--- src/rtl/hdr_mem_pkg.sv ---
// Shared constants, frame_fetch state encoding and a clog2 helper for the HDR memory path.
package hdr_mem_pkg;

  localparam int unsigned ADDR_W          = 25;
  localparam int unsigned DATA_W          = 128;
  localparam int unsigned WORDS_PER_FRAME = 38400;
  localparam int unsigned FRAME_STRIDE    = 65536;

  typedef enum logic [1:0] {
    IDLE  = 2'd0,
    FETCH = 2'd1,
    DRAIN = 2'd2
  } ff_state_t;

  function automatic int unsigned clog2(input int unsigned v);
    int unsigned r;
    r = 0;
    for (int unsigned i = 0; i < 32; i++) begin
      if ((64'd1 << i) < 64'(v)) r = i + 1;
    end
    return r;
  endfunction

endpackage

--- src/rtl/frame_fetch_if.sv ---
// RAM read port plus output stream of the frame fetcher; master is the fetcher side.
interface frame_fetch_if;
  import hdr_mem_pkg::*;

  logic              rd_req;
  logic [ADDR_W-1:0] rd_address;
  logic              ram_busy;
  logic [DATA_W-1:0] rd_data;
  logic              rd_data_valid;
  logic [DATA_W-1:0] o_data;
  logic              o_valid;
  logic              o_ready;

  modport master (
    output rd_req, rd_address, o_data, o_valid,
    input  ram_busy, rd_data, rd_data_valid, o_ready
  );

  modport slave (
    input  rd_req, rd_address, o_data, o_valid,
    output ram_busy, rd_data, rd_data_valid, o_ready
  );
endinterface

--- src/rtl/sync_fifo.sv ---
// Single-clock FIFO with a registered head word; head holds its last value once drained.
module sync_fifo import hdr_mem_pkg::*; #(
  parameter int unsigned WIDTH = 8,
  parameter int unsigned DEPTH = 16
) (
  input  logic                       clk,
  input  logic                       rst,
  input  logic                       wr_en,
  input  logic [WIDTH-1:0]           wr_data,
  input  logic                       rd_en,
  output logic [WIDTH-1:0]           head,
  output logic                       full,
  output logic                       empty,
  output logic [clog2(DEPTH):0]      count
);

  localparam int unsigned PTR_W = clog2(DEPTH);
  localparam int unsigned CNT_W = PTR_W + 1;

  logic [WIDTH-1:0] mem [DEPTH];
  logic [PTR_W-1:0] wr_ptr;
  logic [PTR_W-1:0] rd_ptr;
  logic             push;
  logic             pop;

  assign empty = (count == CNT_W'(0));
  assign full  = (count == CNT_W'(DEPTH));
  assign pop   = rd_en && !empty;
  assign push  = wr_en && (!full || pop);

  always_ff @(posedge clk) begin
    if (push) mem[wr_ptr] <= wr_data;
  end

  // Head tracks the oldest word: bypass on write into an empty (or emptying) FIFO.
  always_ff @(posedge clk) begin
    if (rst) begin
      wr_ptr <= '0;
      rd_ptr <= '0;
      count  <= '0;
      head   <= '0;
    end else begin
      if (push) wr_ptr <= PTR_W'(wr_ptr + 1'b1);
      if (pop)  rd_ptr <= PTR_W'(rd_ptr + 1'b1);
      case ({push, pop})
        2'b10:   count <= CNT_W'(count + 1'b1);
        2'b01:   count <= CNT_W'(count - 1'b1);
        default: count <= count;
      endcase
      if (push && (empty || (pop && count == CNT_W'(1)))) begin
        head <= wr_data;
      end else if (pop && count > CNT_W'(1)) begin
        head <= mem[PTR_W'(rd_ptr + 1'b1)];
      end
    end
  end

endmodule

--- src/rtl/frame_fetch.sv ---
// Streams one stored frame out of SDRAM: credit-limited single-word reads into an output FIFO.
module frame_fetch import hdr_mem_pkg::*; #(
  parameter int unsigned WORDS_PER_FRAME = hdr_mem_pkg::WORDS_PER_FRAME,
  parameter int unsigned FRAME_STRIDE    = hdr_mem_pkg::FRAME_STRIDE,
  parameter int unsigned FIFO_DEPTH      = 16,
  parameter int unsigned MAX_OUTSTANDING = 4
) (
  input  logic                clk_133M,
  input  logic                rst_133M,
  input  logic                start,
  input  logic [2:0]          frame_sel,
  frame_fetch_if.master       bus,
  output logic                busy,
  output logic                frame_done,
  output logic                err_unexpected
);

  localparam int unsigned REQ_W  = clog2(WORDS_PER_FRAME) + 1;
  localparam int unsigned OUT_W  = clog2(MAX_OUTSTANDING) + 1;
  localparam int unsigned FCNT_W = clog2(FIFO_DEPTH) + 1;
  localparam int unsigned LVL_W  = clog2(FIFO_DEPTH + MAX_OUTSTANDING) + 1;

  ff_state_t         state;
  logic [ADDR_W-1:0] base;
  logic [ADDR_W-1:0] start_base;
  logic [REQ_W-1:0]  req_cnt;
  logic [REQ_W-1:0]  req_cnt_inc;
  logic [OUT_W-1:0]  outstanding;
  logic [OUT_W-1:0]  out_nxt;
  logic [LVL_W-1:0]  level_nxt;
  logic [FCNT_W-1:0] fifo_count;
  logic              fifo_full;
  logic              fifo_empty;
  logic              accept;
  logic              counted;
  logic              pop;
  logic              credit_ok;

  sync_fifo #(.WIDTH(DATA_W), .DEPTH(FIFO_DEPTH)) u_fifo (
    .clk     (clk_133M),
    .rst     (rst_133M),
    .wr_en   (counted),
    .wr_data (bus.rd_data),
    .rd_en   (bus.o_ready),
    .head    (bus.o_data),
    .full    (fifo_full),
    .empty   (fifo_empty),
    .count   (fifo_count)
  );

  assign bus.o_valid = !fifo_empty;

  // Credit check looks at next-cycle occupancy so a raised request can always land in the FIFO.
  always_comb begin
    accept      = bus.rd_req && !bus.ram_busy;
    counted     = bus.rd_data_valid && (outstanding != OUT_W'(0));
    pop         = bus.o_valid && bus.o_ready;
    out_nxt     = OUT_W'(outstanding + OUT_W'(accept) - OUT_W'(counted));
    level_nxt   = LVL_W'(LVL_W'(fifo_count) + LVL_W'(outstanding) + LVL_W'(accept) - LVL_W'(pop));
    credit_ok   = (out_nxt < OUT_W'(MAX_OUTSTANDING)) && (level_nxt < LVL_W'(FIFO_DEPTH));
    req_cnt_inc = REQ_W'(req_cnt + 1'b1);
    start_base  = ADDR_W'(32'(frame_sel) * FRAME_STRIDE);
  end

  always_ff @(posedge clk_133M) begin
    if (rst_133M) begin
      state          <= IDLE;
      base           <= '0;
      req_cnt        <= '0;
      outstanding    <= '0;
      bus.rd_req     <= 1'b0;
      bus.rd_address <= '0;
      busy           <= 1'b0;
      frame_done     <= 1'b0;
      err_unexpected <= 1'b0;
    end else begin
      frame_done  <= 1'b0;
      outstanding <= out_nxt;
      if (bus.rd_data_valid && outstanding == OUT_W'(0)) err_unexpected <= 1'b1;
      case (state)
        IDLE: begin
          if (start) begin
            base           <= start_base;
            req_cnt        <= '0;
            bus.rd_req     <= 1'b1;
            bus.rd_address <= start_base;
            busy           <= 1'b1;
            state          <= FETCH;
          end
        end
        FETCH: begin
          if (accept) begin
            if (req_cnt == REQ_W'(WORDS_PER_FRAME - 1)) begin
              bus.rd_req <= 1'b0;
              state      <= DRAIN;
            end else begin
              req_cnt        <= req_cnt_inc;
              bus.rd_req     <= credit_ok;
              bus.rd_address <= ADDR_W'(base + ADDR_W'(req_cnt_inc));
            end
          end else if (!bus.rd_req) begin
            bus.rd_req     <= credit_ok;
            bus.rd_address <= ADDR_W'(base + ADDR_W'(req_cnt));
          end
        end
        DRAIN: begin
          if (outstanding == OUT_W'(0) && fifo_empty) begin
            frame_done <= 1'b1;
            busy       <= 1'b0;
            state      <= IDLE;
          end
        end
        default: state <= IDLE;
      endcase
    end
  end

  a_no_overflow: assert property (@(posedge clk_133M) disable iff (rst_133M)
    !(counted && fifo_full && !pop));

endmodule
--- src/flat_wrapper.sv ---
// flat-port wrapper written by rule: the top's interface ports become plain ports
module frame_fetch_flat import hdr_mem_pkg::*;
#(
  parameter int unsigned WORDS_PER_FRAME = hdr_mem_pkg::WORDS_PER_FRAME,
  parameter int unsigned FRAME_STRIDE    = hdr_mem_pkg::FRAME_STRIDE,
  parameter int unsigned FIFO_DEPTH      = 16,
  parameter int unsigned MAX_OUTSTANDING = 4
)
  (clk_133M, rst_133M, start, frame_sel, busy, frame_done, err_unexpected, bus_rd_req, bus_rd_address, bus_o_data, bus_o_valid, bus_ram_busy, bus_rd_data, bus_rd_data_valid, bus_o_ready);
  frame_fetch_if bus_i ();
  input  logic clk_133M;
  input  logic rst_133M;
  input  logic start;
  input  logic [2:0] frame_sel;
  output logic busy;
  output logic frame_done;
  output logic err_unexpected;
  output wire logic [$bits(bus_i.rd_req)-1:0] bus_rd_req;
  output wire logic [$bits(bus_i.rd_address)-1:0] bus_rd_address;
  output wire logic [$bits(bus_i.o_data)-1:0] bus_o_data;
  output wire logic [$bits(bus_i.o_valid)-1:0] bus_o_valid;
  input wire logic [$bits(bus_i.ram_busy)-1:0] bus_ram_busy;
  input wire logic [$bits(bus_i.rd_data)-1:0] bus_rd_data;
  input wire logic [$bits(bus_i.rd_data_valid)-1:0] bus_rd_data_valid;
  input wire logic [$bits(bus_i.o_ready)-1:0] bus_o_ready;
  assign bus_rd_req = bus_i.rd_req;
  assign bus_rd_address = bus_i.rd_address;
  assign bus_o_data = bus_i.o_data;
  assign bus_o_valid = bus_i.o_valid;
  assign bus_i.ram_busy = bus_ram_busy;
  assign bus_i.rd_data = bus_rd_data;
  assign bus_i.rd_data_valid = bus_rd_data_valid;
  assign bus_i.o_ready = bus_o_ready;
  frame_fetch #(.WORDS_PER_FRAME(WORDS_PER_FRAME), .FRAME_STRIDE(FRAME_STRIDE), .FIFO_DEPTH(FIFO_DEPTH), .MAX_OUTSTANDING(MAX_OUTSTANDING)) u_core (.clk_133M(clk_133M), .rst_133M(rst_133M), .start(start), .frame_sel(frame_sel), .bus(bus_i), .busy(busy), .frame_done(frame_done), .err_unexpected(err_unexpected));
endmodule
--- config.mk ---
export PLATFORM = sky130hd
export DESIGN_NAME = frame_fetch_flat
export DESIGN_NICKNAME = d
export VERILOG_FILES = /design/src/rtl/hdr_mem_pkg.sv /design/src/rtl/frame_fetch_if.sv /design/src/rtl/sync_fifo.sv /design/src/rtl/frame_fetch.sv /design/src/flat_wrapper.sv
export SDC_FILE = /design/constraint.sdc
export NUM_CORES = 2
export LEC_CHECK = 0
export ABC_AREA = 1
export CORE_ASPECT_RATIO = 1.1
export CORE_MARGIN = 3
export CORE_UTILIZATION = 35
export CTS_CLUSTER_SIZE = 24
export DETAILED_ROUTE_END_ITERATION = 16
export HOLD_SLACK_MARGIN = 0.02
export PLACE_DENSITY = 0.53
export SLEW_MARGIN = 20
export SYNTH_ARGS = -nofsm -noshare
export SYNTH_HDL_FRONTEND = slang
export SYNTH_SLANG_ARGS = --single-unit
--- constraint.sdc ---
create_clock -name clk_133M -period 23.5 [get_ports clk_133M]
set_clock_uncertainty 0.15 [all_clocks]
set_input_delay 3.525 -clock clk_133M [delete_from_list [all_inputs] [get_ports clk_133M]]
set_output_delay 3.525 -clock clk_133M [all_outputs]
set_load 0.03 [all_outputs]
==> results.ini <==
[worst_setup_path]
worstPathRequired_ns = 23.83
path_max_fanout = 55
path_class = input port to register
critical_path.endpoint = u_core.u_fifo.mem[0][13]
critical_path_arrival_ns = 7.26
r2r_start = u_core.u_fifo.rd_ptr[0]
critical_path.startpoint = bus_o_ready
timing.rr.end = u_core.u_fifo.head[43]
critPathLaunchType = input port
worst-r2r-cell-count = 13
r2r_setup_slack_ns = 17.68
crit_path_end_kind = register

[timing]
tns_ns = 0
hold_viol = 0
setup-violations-final = 0
slew_headroom = 0.219
rsz0062_at_grt = no
clock.fmax_mhz = 144
worstMarginPinSlew_ns = 1.17
finalCritPeriodShare = 0.295
fin_crit_ns = 6.93
final_max_slew_viol_count = 0

[clocking]
cts.htree.levels = 4
hold_buffers = 0
post_cts.repair.setup_buffers = 0
path_clk_slew_ns = 0.06
cts.path.max_buffers = 4
insertion_delay_ns = 0.92
cts.sinks = 2238
cts_tree = done
cts_resized = 0
root_buffer = clkbuf_16
cts_buffers = 229

[drt]
top_layer_used = met5
wl_met2_mm = 137
ant_nets = 0
routedWlPerCell_um = 23.4
wl_met3_mm = 14.6
vias = 60900
dr.first_iter.drc_count = 5488
routed_via_density = 5.17
drtPass1Iterations = 5
drc_errors = 0
wl_met1_mm = 117
totalWireLength_mm = 275

[synthesis]
syn_area_um2 = 90500
synth-xor-area-share = 0.00155
avgSynthCellArea_um2 = 11.3
muxShareOfSynthArea = 0
yosysMostFrequentCell = nand2_1
synth_adder_area_share = 0.00340
synth_compound_area_frac = 0.0570
syn_inst = 8011
synth_top_area_frac = 0.679
yosysSeqAreaShare = 0.721
synth_ff_type = edfxtp_1
synth_cell_types = 31
synthArstFlopShare = 0
yosysWarnings = 0
synthTopCellsByArea = edfxtp_1 (68%), nand2_1 (8.7%), nand3_1 (6.3%), dfxtp_1 (4.2%), o21ai_0 (2.9%)
synth_top_family_by_area = simple AND/OR/NAND/NOR gates
synth_area_leader_cell = edfxtp_1
synth_edf_count = 2048
synthTopCellsByCount = nand2_1 (2,095), edfxtp_1 (2,048), nand3_1 (1,133)
synthSimpleGateAreaFrac = 0.179
ys_seq_elements = 2238

[floorplan]
rows = 195
core_um2 = 257000
ios = 295
start_util = 0.352
die_area_um2 = 265000
die_h_um = 539
fp.dieW_um = 491

[placed_design]
place_congestion = 0.803
hpwl_mm = 149
placedCellCount = 11300
port_buffers = 289

[layout]
syn2layout_area_growth_pct = 15.3
nNetsFinal = 8293
fin_cells = 11800
drive_gt1_frac = 0.0578

[grt]
grt.total_usage = 0.202
grt_max_degree = 184
grt_overflow_total = 0
first_global_vias = 59300
grt_pass1_wl_mm = 406
grt_antenna_before_repair = 19

[worst_hold_path]
hold_path.class = register to register

[job]
cap_violations = 0

[pwr]
p_leak_nw = 36.9
peakVddDrop_mv = 0.158
powerDensity_nw_per_um2 = 127

[status]
status = complete, no violations

[cells by family (layout without fill, tap and decap cells)]
logic type / count (synthesis) / count (layout)
buf+inv: 864 / 1171
compound gates: 942 / 942
fa+ha+maj: 24 / 24
flops: 2238 / 2238
other cells: 1 / 14
xor+xnor: 16 / 16
simple gates: 3926 / 3926
[critical path, cell delays in order]
cell and delay [ns]:
clkdlybuf4s50_1 0.54, inv_1 0.06, nand3_1 0.07, nor2_1 0.04, nor2_1 0.10, buf_4 0.22, nand2_1 0.25, nor2_4 0.13
buf_4 0.84, buf_4 0.71, buf_4 0.68
[power by group]
part / total, mW / leakage, nW / switching [mW] / internal, mW
logic: 4.91 / 13.1 / 3.57 / 1.33
registers: 4.71 / 20.0 / 0.141 / 4.56
clock network: 3.69 / 3.72 / 1.54 / 2.15
total: 13.3 / 36.9 / 5.25 / 8.05
[per-layer routing]
| layer | up-vias | global-route usage |
|---|---|---|
| li1 | 28100 | - |
| met1 | 30500 | 0.266 |
| met2 | 1845 | 0.350 |
| met3 | 392 | 0.0251 |
| met4 | 10 | 0.0567 |
| met5 | - | 0 |
[area by class of cell]
class / instances / area [um2]
Multi-Input combinational cell: 4913 / 22000
Sequential cell: 2238 / 65300
Fill cell: 24100 / 153000
Tap cell: 3447 / 4310
Clock inverter: 112 / 1210
Clock buffer: 309 / 6340
Antenna cell: 9 / 22.5
Timing Repair Buffer: 395 / 3780
Inverter: 355 / 1370
[metrics by stage]
step | setup slack (ns) | total power [mW] | util | hold slack, ns | instance area [um2]
finish | 16.57 | 13.3 | 0.406 | 0.298 | 104000
floorplan | 13.19 | 7.86 | - | 0.308 | 90500
global route | 16.38 | 14.0 | 0.406 | 0.333 | 104000
global placement | 15.61 | 9.73 | 0.377 | 0.293 | 96700
detailed placement | 15.63 | 9.73 | 0.377 | 0.295 | 96700
CTS | 16.55 | 13.4 | 0.406 | 0.305 | 104000
[how the worst min path moves through the flow]
stage / startpoint / end / slack [ns] / depth (start not counted)
2_1_floorplan: u_core.req_cnt[16] / u_core.req_cnt[16] / 0.31 / 2
3_3_place_gp: u_core.err_unexpected / u_core.err_unexpected / 0.29 / 2
3_5_place_dp: u_core.err_unexpected / u_core.err_unexpected / 0.29 / 2
4_1_cts: u_core.err_unexpected / u_core.err_unexpected / 0.30 / 2
5_1_grt: u_core.err_unexpected / u_core.err_unexpected / 0.33 / 2
6_report: u_core.err_unexpected / u_core.err_unexpected / 0.30 / 2
[placed cells by master, fill, tap and decap left out, types with 52 or more instances in the layout]
master / netlist / final
edfxtp_1: 2048 / 2048
a21oi_1: 215 / 215
nor2_1: 684 / 668
nand2_1: 2095 / 2093
o211ai_1: 145 / 145
clkbuf_16: 0 / 232
dfxtp_1: 190 / 189
inv_1: 350 / 348
buf_4: 6 / 99
clkbuf_1: 299 / 52
o21ai_0: 524 / 524
clkdlybuf4s50_1: 0 / 288
nand3_1: 1133 / 1133
[flip-flops by register name, indices dropped and copies added (netlist names), 2 cells and up]
register	flops
u_core.u_fifo.wr_ptr	4
u_core.bus.rd_address	20
u_core.base	3
u_core.u_fifo.head	128
u_core.req_cnt	17
u_core.u_fifo.rd_ptr	4
u_core.state	2
u_core.outstanding	3
u_core.u_fifo.count	5
u_core.u_fifo.mem	2048
Power figures use the tool's default switching activity.
